==> src/rtl/producto_bcd.sv <==
// Sequential double-dabble: captures the multiplier's binary product on start
// and produces packed BCD one bit per clock, signalling completion with done.
module producto_bcd #(
    parameter int IN_W   = 17,
    parameter int DIGITS = 6
) (
    input  logic                  clk,
    input  logic                  rst,
    input  logic                  start,
    input  logic [IN_W-1:0]       producto_in,
    output logic                  busy,
    output logic                  done,
    output logic [4*DIGITS-1:0]   bcd_out,
    output logic [1:0]            estado
);

    localparam int ACC_W = 4 * DIGITS;
    localparam int CNT_W = $clog2(IN_W + 1);

    typedef enum logic [1:0] {
        IDLE = 2'b00,
        CONV = 2'b01,
        DONE = 2'b10
    } state_t;

    state_t             state;
    logic [CNT_W-1:0]   cnt;
    logic [IN_W-1:0]    shift;
    logic [ACC_W-1:0]   acc;
    logic [ACC_W-1:0]   acc_adj;
    logic [ACC_W-1:0]   acc_next;

    // Every nibble >= 5 gets +3 so the following left shift carries into the next digit.
    function automatic logic [ACC_W-1:0] add3_digits(input logic [ACC_W-1:0] a);
        logic [ACC_W-1:0] r;
        r = a;
        for (int d = 0; d < DIGITS; d++) begin
            if (a[4*d +: 4] >= 4'd5)
                r[4*d +: 4] = a[4*d +: 4] + 4'd3;
        end
        return r;
    endfunction

    always_comb begin
        acc_adj  = add3_digits(acc);
        acc_next = {acc_adj[ACC_W-2:0], shift[IN_W-1]};
    end

    always_ff @(posedge clk) begin
        if (rst) begin
            state   <= IDLE;
            cnt     <= '0;
            shift   <= '0;
            acc     <= '0;
            bcd_out <= '0;
        end else begin
            case (state)
                IDLE: begin
                    if (start) begin
                        shift <= producto_in;
                        acc   <= '0;
                        cnt   <= CNT_W'(IN_W);
                        state <= CONV;
                    end
                end
                CONV: begin
                    acc   <= acc_next;
                    shift <= {shift[IN_W-2:0], 1'b0};
                    cnt   <= cnt - CNT_W'(1);
                    // Last bit shifted in: publish the result and leave CONV before cnt can hit 0.
                    if (cnt == CNT_W'(1)) begin
                        bcd_out <= acc_next;
                        state   <= DONE;
                    end
                end
                DONE:    state <= IDLE;
                default: state <= IDLE;
            endcase
        end
    end

    assign busy   = (state == CONV);
    assign done   = (state == DONE);
    assign estado = state;

endmodule
==> config.mk <==
export PLATFORM = sky130hd
export DESIGN_NAME = producto_bcd
export DESIGN_NICKNAME = d
export VERILOG_FILES = /design/src/rtl/producto_bcd.sv
export SDC_FILE = /design/constraint.sdc
export NUM_CORES = 1
export LEC_CHECK = 0
export CAP_MARGIN = 30
export CORE_MARGIN = 3
export CORE_UTILIZATION = 45
export DETAILED_ROUTE_END_ITERATION = 8
export GPL_ROUTABILITY_DRIVEN = 0
export PLACE_DENSITY = 0.67
export SLEW_MARGIN = 0
export SYNTH_ARGS = -nofsm -noshare
export SYNTH_HDL_FRONTEND = slang
export SYNTH_SLANG_ARGS = --single-unit
==> constraint.sdc <==
create_clock -name clk -period 1.9 [get_ports clk]
set_input_delay 0.285 -clock clk [delete_from_list [all_inputs] [get_ports clk]]
set_output_delay 0.285 -clock clk [all_outputs]
set_load 0.02 [all_outputs]
==> flow_summary.toml, run 1 <==
[layout]
finalInstanceArea_mm2 = 0.004234
stdcell_count = 537
nets = 471
synthToLayoutAreaGrowth_pct = 19.79
num_antenna_cells = 0
drive_above_1_share = 0.1187

[yosys]
synthFlopType = "dfxtp_1"
yosysUniqueCellTypes = 39
ys_warn_count = 0
synthCells = 392
syn_area_mm2 = 0.003535
syn_nets = 426
synthArstFlopShare = 0
synth_area_per_cell_um2 = 9.017
ys_ff_latch = 72
synth_edf_count = 0
seq_area_frac_synth = 0.4078

[sta]
final.period_utilization = 0.9258
maxSlewViolCount = 0
min_period_ns = 1.759
fin_hold_ws_ns = 0.4893
finalSetupViolations = 0
max_slew_margin = 0.3670
tightest_slew_ns = 0.9460
rsz0062_at_grt = "no"
fmax_mhz = 568.5
finClkSkew_ns = 0.005937
hold_viol_final = 0

[clock_tree]
clk_pin_slew_ns = 0.07
numCtsBuffers = 9
root_buffer = "clkbuf_8"
insertion_delay_ns = 0.34
cts_tree = "built"
cts_max_path_buffers = 2
htreeDepth = 3
clkSinkCount = 72

[worst_setup_path]
critical_path_class = "reg -> out"
start_kind = "flop"
ff2ff_setup_slack_ns = 0.27
rr_endpoint = "bcd_out[22]"
critPathCaptureType = "primary output"
arrival_ns = 1.47
r2r_cells = 7
crit_fanout = 12
critPathRequiredTime_ns = 1.62
reg2reg_from = "cnt[1]"

[power_and_ir_drop]
p_int_mw = 2.268
sw_frac_of_total = 0.2691
power_density_mw_per_mm2 = 732.9
p_switching_uw = 834.9
seqPwrFrac = 0.525
clkPwrFrac = 0.323
combPwrFrac = 0.151
p_leak_nw = 1.642
ir_drop_uv = 425.3

[detailed_routing]
wirelength_um = 7771
avgViaCountPerCell = 5.410
wl_met1_um = 3807
ant_nets = 0
top_layer_used = "met4"
num_vias = 2905
route.detailed.drc = 0
dr_wl_met3_um = 352
drtIter0Drc = 116
post_drt_wl_per_cell_um = 14.47
first_pass_iters = 4
met2_length_um = 3472

[global_routing]
grt_usage = 0.1828
antenna_found_initial = 0
overflow = 0
grt_pass1_vias = 2774
grt_pass1_wl_um = 13120
grt_max_degree = 49

[min_path]
min_to = "shift[8]"
holdCritStartpoint = "shift[7]"
min_path_type = "reg -> reg"
min_path_cells = 2

[place]
io_buffers = 47
place_area_mm2 = 0.004088
place_inst = 525
hpwlAfterDp_um = 5233

[status]
status = "completed"

[floorplan]
start_util = 0.4746
design.core.area_mm2 = 0.007447
ios = 48
die_w_um = 94.63
dieArea_mm2 = 0.008954
num_rows = 31
die_height_um = 94.63

[job]
maxCapViolations = 0
-- cell families (layout without fill, tap and decap cells) --
group | Yosys count | in the layout | synth area share
DFF | 72 | 72 | 0.4078
AOI/OAI and AO/OA | 132 | 132 | 0.2701
muxes | 8 | 8 | 0.02266
xor gates and xnor gates | 6 | 6 | 0.01487
adders and majority gates | 14 | 14 | 0.04956
buffers and inverters | 54 | 100 | 0.07540
and+or+nand+nor | 106 | 106 | 0.1596
-- worst max-delay path by stage --
| stage | from | to | slack (ns) | cells past startpoint |
|---|---|---|---|---|
| 5_1_grt | estado[1] | busy | 0.08 | 3 |
| 3_5_place_dp | start | acc[15] | -0.11 | 7 |
| 4_1_cts | estado[0] | estado[0] | 0.003 | 2 |
| 3_3_place_gp | start | acc[23] | -0.10 | 7 |
| 2_1_floorplan | estado[1] | done | 0.21 | 4 |
| 6_report | estado[1] | busy | 0.14 | 3 |
-- cell usage in the layout (no fill, tap or decap), types with 9 or more instances in the layout --
cell,instances
o21ai_0,12
o221a_2,9
nor3b_1,22
nor2_1,53
buf_4,14
ha_1,14
inv_1,25
dfxtp_1,72
a21oi_1,49
a22o_1,12
clkbuf_8,10
nand2b_1,10
clkdlybuf4s50_1,43
-- cell usage after synthesis (all sizes together) (5+ instances only) --
library cell,count,share of area
dfxtp,72,0.41
nor2,55,0.060
a21oi,49,0.069
inv,26,0.028
nor3b,22,0.047
buf,19,0.038
ha,14,0.050
a22o,12,0.030
a31o,12,0.030
o21ai,12,0.017
nand2b,11,0.022
clkbuf,9,0.0096
o221a,9,0.029
mux2i,8,0.023
nor2b,8,0.014
a2111oi,7,0.018
a211oi,7,0.022
a32o,7,0.020
o22ai,7,0.012
o31ai,6,0.013
xnor2,6,0.015
nand2,5,0.0053
-- power by group through the flow --
stage / sequential, mW / combinational, mW / clock [mW]
finish: 1.63 / 0.470 / 1.00
global route: 1.64 / 0.524 / 1.07
CTS: 1.63 / 0.476 / 1.03
detailed placement: 1.66 / 0.475 / 0
global placement: 1.66 / 0.469 / 0
floorplan: 1.67 / 0.307 / 0
-- flip-flops by register name (all words and copies together) (netlist names) --
register,cells
cnt,5
estado,2
bcd_out,24
acc,24
shift,17
-- per-layer routing --
layer | vias up | GRT usage
li1 | 1488 | -
met1 | 1332 | 0.2417
met2 | 72 | 0.2948
met3 | 13 | 0.03108
met4 | 0 | 0.07572
met5 | - | 0
-- through the flow --
step                        util  TNS, ns  worst slack (ns)  power, mW
final                     0.5685        0            0.1409      3.103
after detailed placement  0.5489   -1.175           -0.1090      2.139
after floorplan                -        0            0.2109      1.981
after global placement    0.5489   -1.352           -0.1015      2.132
after global routing      0.5685        0           0.07938      3.235
after CTS                 0.5682        0          0.002521      3.136
-- critical path, cell delays in order (launching register included) --
cell	delay, ns
dfxtp_1	0.42
nand2b_4	0.28
inv_4	0.10
dlygate4sd2_1	0.33
-- what timing repair did --
item                                    in CTS  in global routing
pin swaps                                    0                  0
setup buffers                                0                  0
hold buffers                                 0                  0
gates resized for setup                      3                  1
endpoints found under the setup margin       3                  1
-- final cells by class --
class,count,area [um2]
Tap cell,99,123.9
Fill cell,698,3213
Clock inverter,2,10.01
Clock buffer,10,137.6
Timing Repair Buffer,62,594.3
Sequential cell,72,1441
Multi-Input combinational cell,266,1827
Inverter,26,100.1
Power figures use the tool's default switching activity.
==> run 2, diff against run 1 <==
MAX_ROUTING_LAYER = met4   (was unset)
SKIP_CTS_REPAIR_TIMING = 1   (was unset)
==> run 2 against run 1 <==
Critical path depth is 4 higher. Clock-buffer cell count stayed put. First-iteration DRC count is 11% higher. Sequential share of layout area is 0.090 points lower. Die area stayed put. Critical path type is now in -> reg. Largest cell class unchanged. Largest power group unchanged.
==> flow_summary.toml, run 2 (synthesized netlist as in run 1, its figures left out) <==
[status]
status = "completed"

[detailed_routing]
wl_met1_um = 3836
dr_wl_met3_um = 334
top_layer_used = "met4"
post_drt_wl_per_cell_um = 14.47
num_vias = 2900
route.detailed.drc = 0
avgViaCountPerCell = 5.400
first_pass_iters = 4
wirelength_um = 7771
ant_nets = 0
drtIter0Drc = 129
met2_length_um = 3460

[clock_tree]
htreeDepth = 3
cts_max_path_buffers = 2
root_buffer = "clkbuf_8"
numCtsBuffers = 9
clkSinkCount = 72
clk_pin_slew_ns = 0.07
cts_tree = "built"
insertion_delay_ns = 0.34

[sta]
rsz0062_at_grt = "no"
setup_ws_ns = 0.2219
fmax_mhz = 595.9
hold_viol_final = 0
finClkSkew_ns = 0.007466
tightest_slew_ns = 0.9520
maxSlewViolCount = 0
max_slew_margin = 0.3630
min_period_ns = 1.678
final.period_utilization = 0.8832
finalSetupViolations = 0
fin_hold_ws_ns = 0.4887

[worst_setup_path]
start_kind = "input pin"
arrival_ns = 1.91
cpMaxStageDelayCell = "clkdlybuf4s50_1"
ff2ff_setup_slack_ns = 0.28
critPathRequiredTime_ns = 2.13
critPathCaptureType = "flop"
critical_path_class = "in -> reg"
r2r_cells = 7
crit_family = "buffers and inverters"
cp_cell_sequence = "clkdlybuf4s50_1, buf_4, o21bai_1, nand2_1, buf_4, o31ai_1, a32o_1"
path_common_cell = "buf_4"
cp.depth = 7
crit_buf_inv = 3
max_stage_delay_ns = 0.48
crit_fanout = 35

[power_and_ir_drop]
p_switching_uw = 833.7
combPwrFrac = 0.152
seqPwrFrac = 0.525
ir_drop_uv = 424.2
power_density_mw_per_mm2 = 731.1
p_int_mw = 2.270
clkPwrFrac = 0.323
p_leak_nw = 1.680
sw_frac_of_total = 0.2686

[global_routing]
grt_pass1_wl_um = 13150
grt_max_degree = 49
antenna_found_initial = 0
overflow = 0
grt_pass1_vias = 2766
grt_usage = 0.1886

[floorplan]
die_w_um = 94.63
design.core.area_mm2 = 0.007447
dieArea_mm2 = 0.008954
die_height_um = 94.63
start_util = 0.4746
ios = 48
num_rows = 31

[layout]
synthToLayoutAreaGrowth_pct = 20.11
final_cell_mix = "dfxtp_1 (72), nor2_1 (53), a21oi_1 (49)"
drive_above_1_share = 0.1187
fillers = 697
mostFrequentLayoutCell = "dfxtp_1"
nets = 471
top_regs = "acc (24), bcd_out (24), shift (17)"
num_antenna_cells = 0

[place]
place_worst_setup_slack_ns = -0.1090
io_buffers = 47
hpwlAfterDp_um = 5233

[min_path]
min_path_cells = 2
min_path_type = "reg -> reg"

[job]
maxCapViolations = 0
run 2: tightest hold or removal path, delay by kind of cell, from the launching register on:
family / cells / cell delay, ns
flip-flops: 1 / 0.32
AO/OA/AOI/OAI: 1 / 0.06
buffers and inverters: 1 / 0.07
run 2: layout make-up:
cell class | instances | area [um2] | share of cell area
multi-input cells | 266 | 1827 | 0.4303
clock inverters | 2 | 10.01 | 0.002358
repair buffers | 62 | 605.6 | 0.1426
flip-flops and latches | 72 | 1441 | 0.3395
well taps | 99 | 123.9 | 0.02918
inverters | 26 | 100.1 | 0.02358
clock buffers | 10 | 137.6 | 0.03242
run 2: through the flow:
stage,TNS [ns],instance area (um2),power (mW),instances,utilization
after floorplan,0,3535,1.981,392,-
after global placement,-1.352,4088,2.132,525,0.5489
after detailed placement,-1.175,4088,2.139,525,0.5489
after CTS,-0.2371,4235,3.139,537,0.5687
after global routing,0,4245,3.237,537,0.5701
final,0,4245,3.104,537,0.5701
run 2: final timing paths:
path / to / from
min reg2reg: shift[8] / shift[7]
max reg2reg: bcd_out[22] / cnt[1]
min: shift[8] / shift[7]
max: acc[15] / start
run 2: power by group through the flow:
| stage | sequential, mW | combinational, mW | clock (mW) |
|---|---|---|---|
| 3_3_place_gp | 1.66 | 0.469 | 0 |
| 4_1_cts | 1.63 | 0.479 | 1.03 |
| 2_1_floorplan | 1.67 | 0.307 | 0 |
| 5_1_grt | 1.64 | 0.527 | 1.07 |
| 6_report | 1.63 | 0.471 | 1.00 |
| 3_5_place_dp | 1.66 | 0.475 | 0 |
run 2: routing by layer:
layer / global-route usage / vias to the layer above
li1: - / 1490
met1: 0.2446 / 1336
met2: 0.2942 / 60
met3: 0.02948 / 14
met4: 0.07572 / 0
met5: - / -
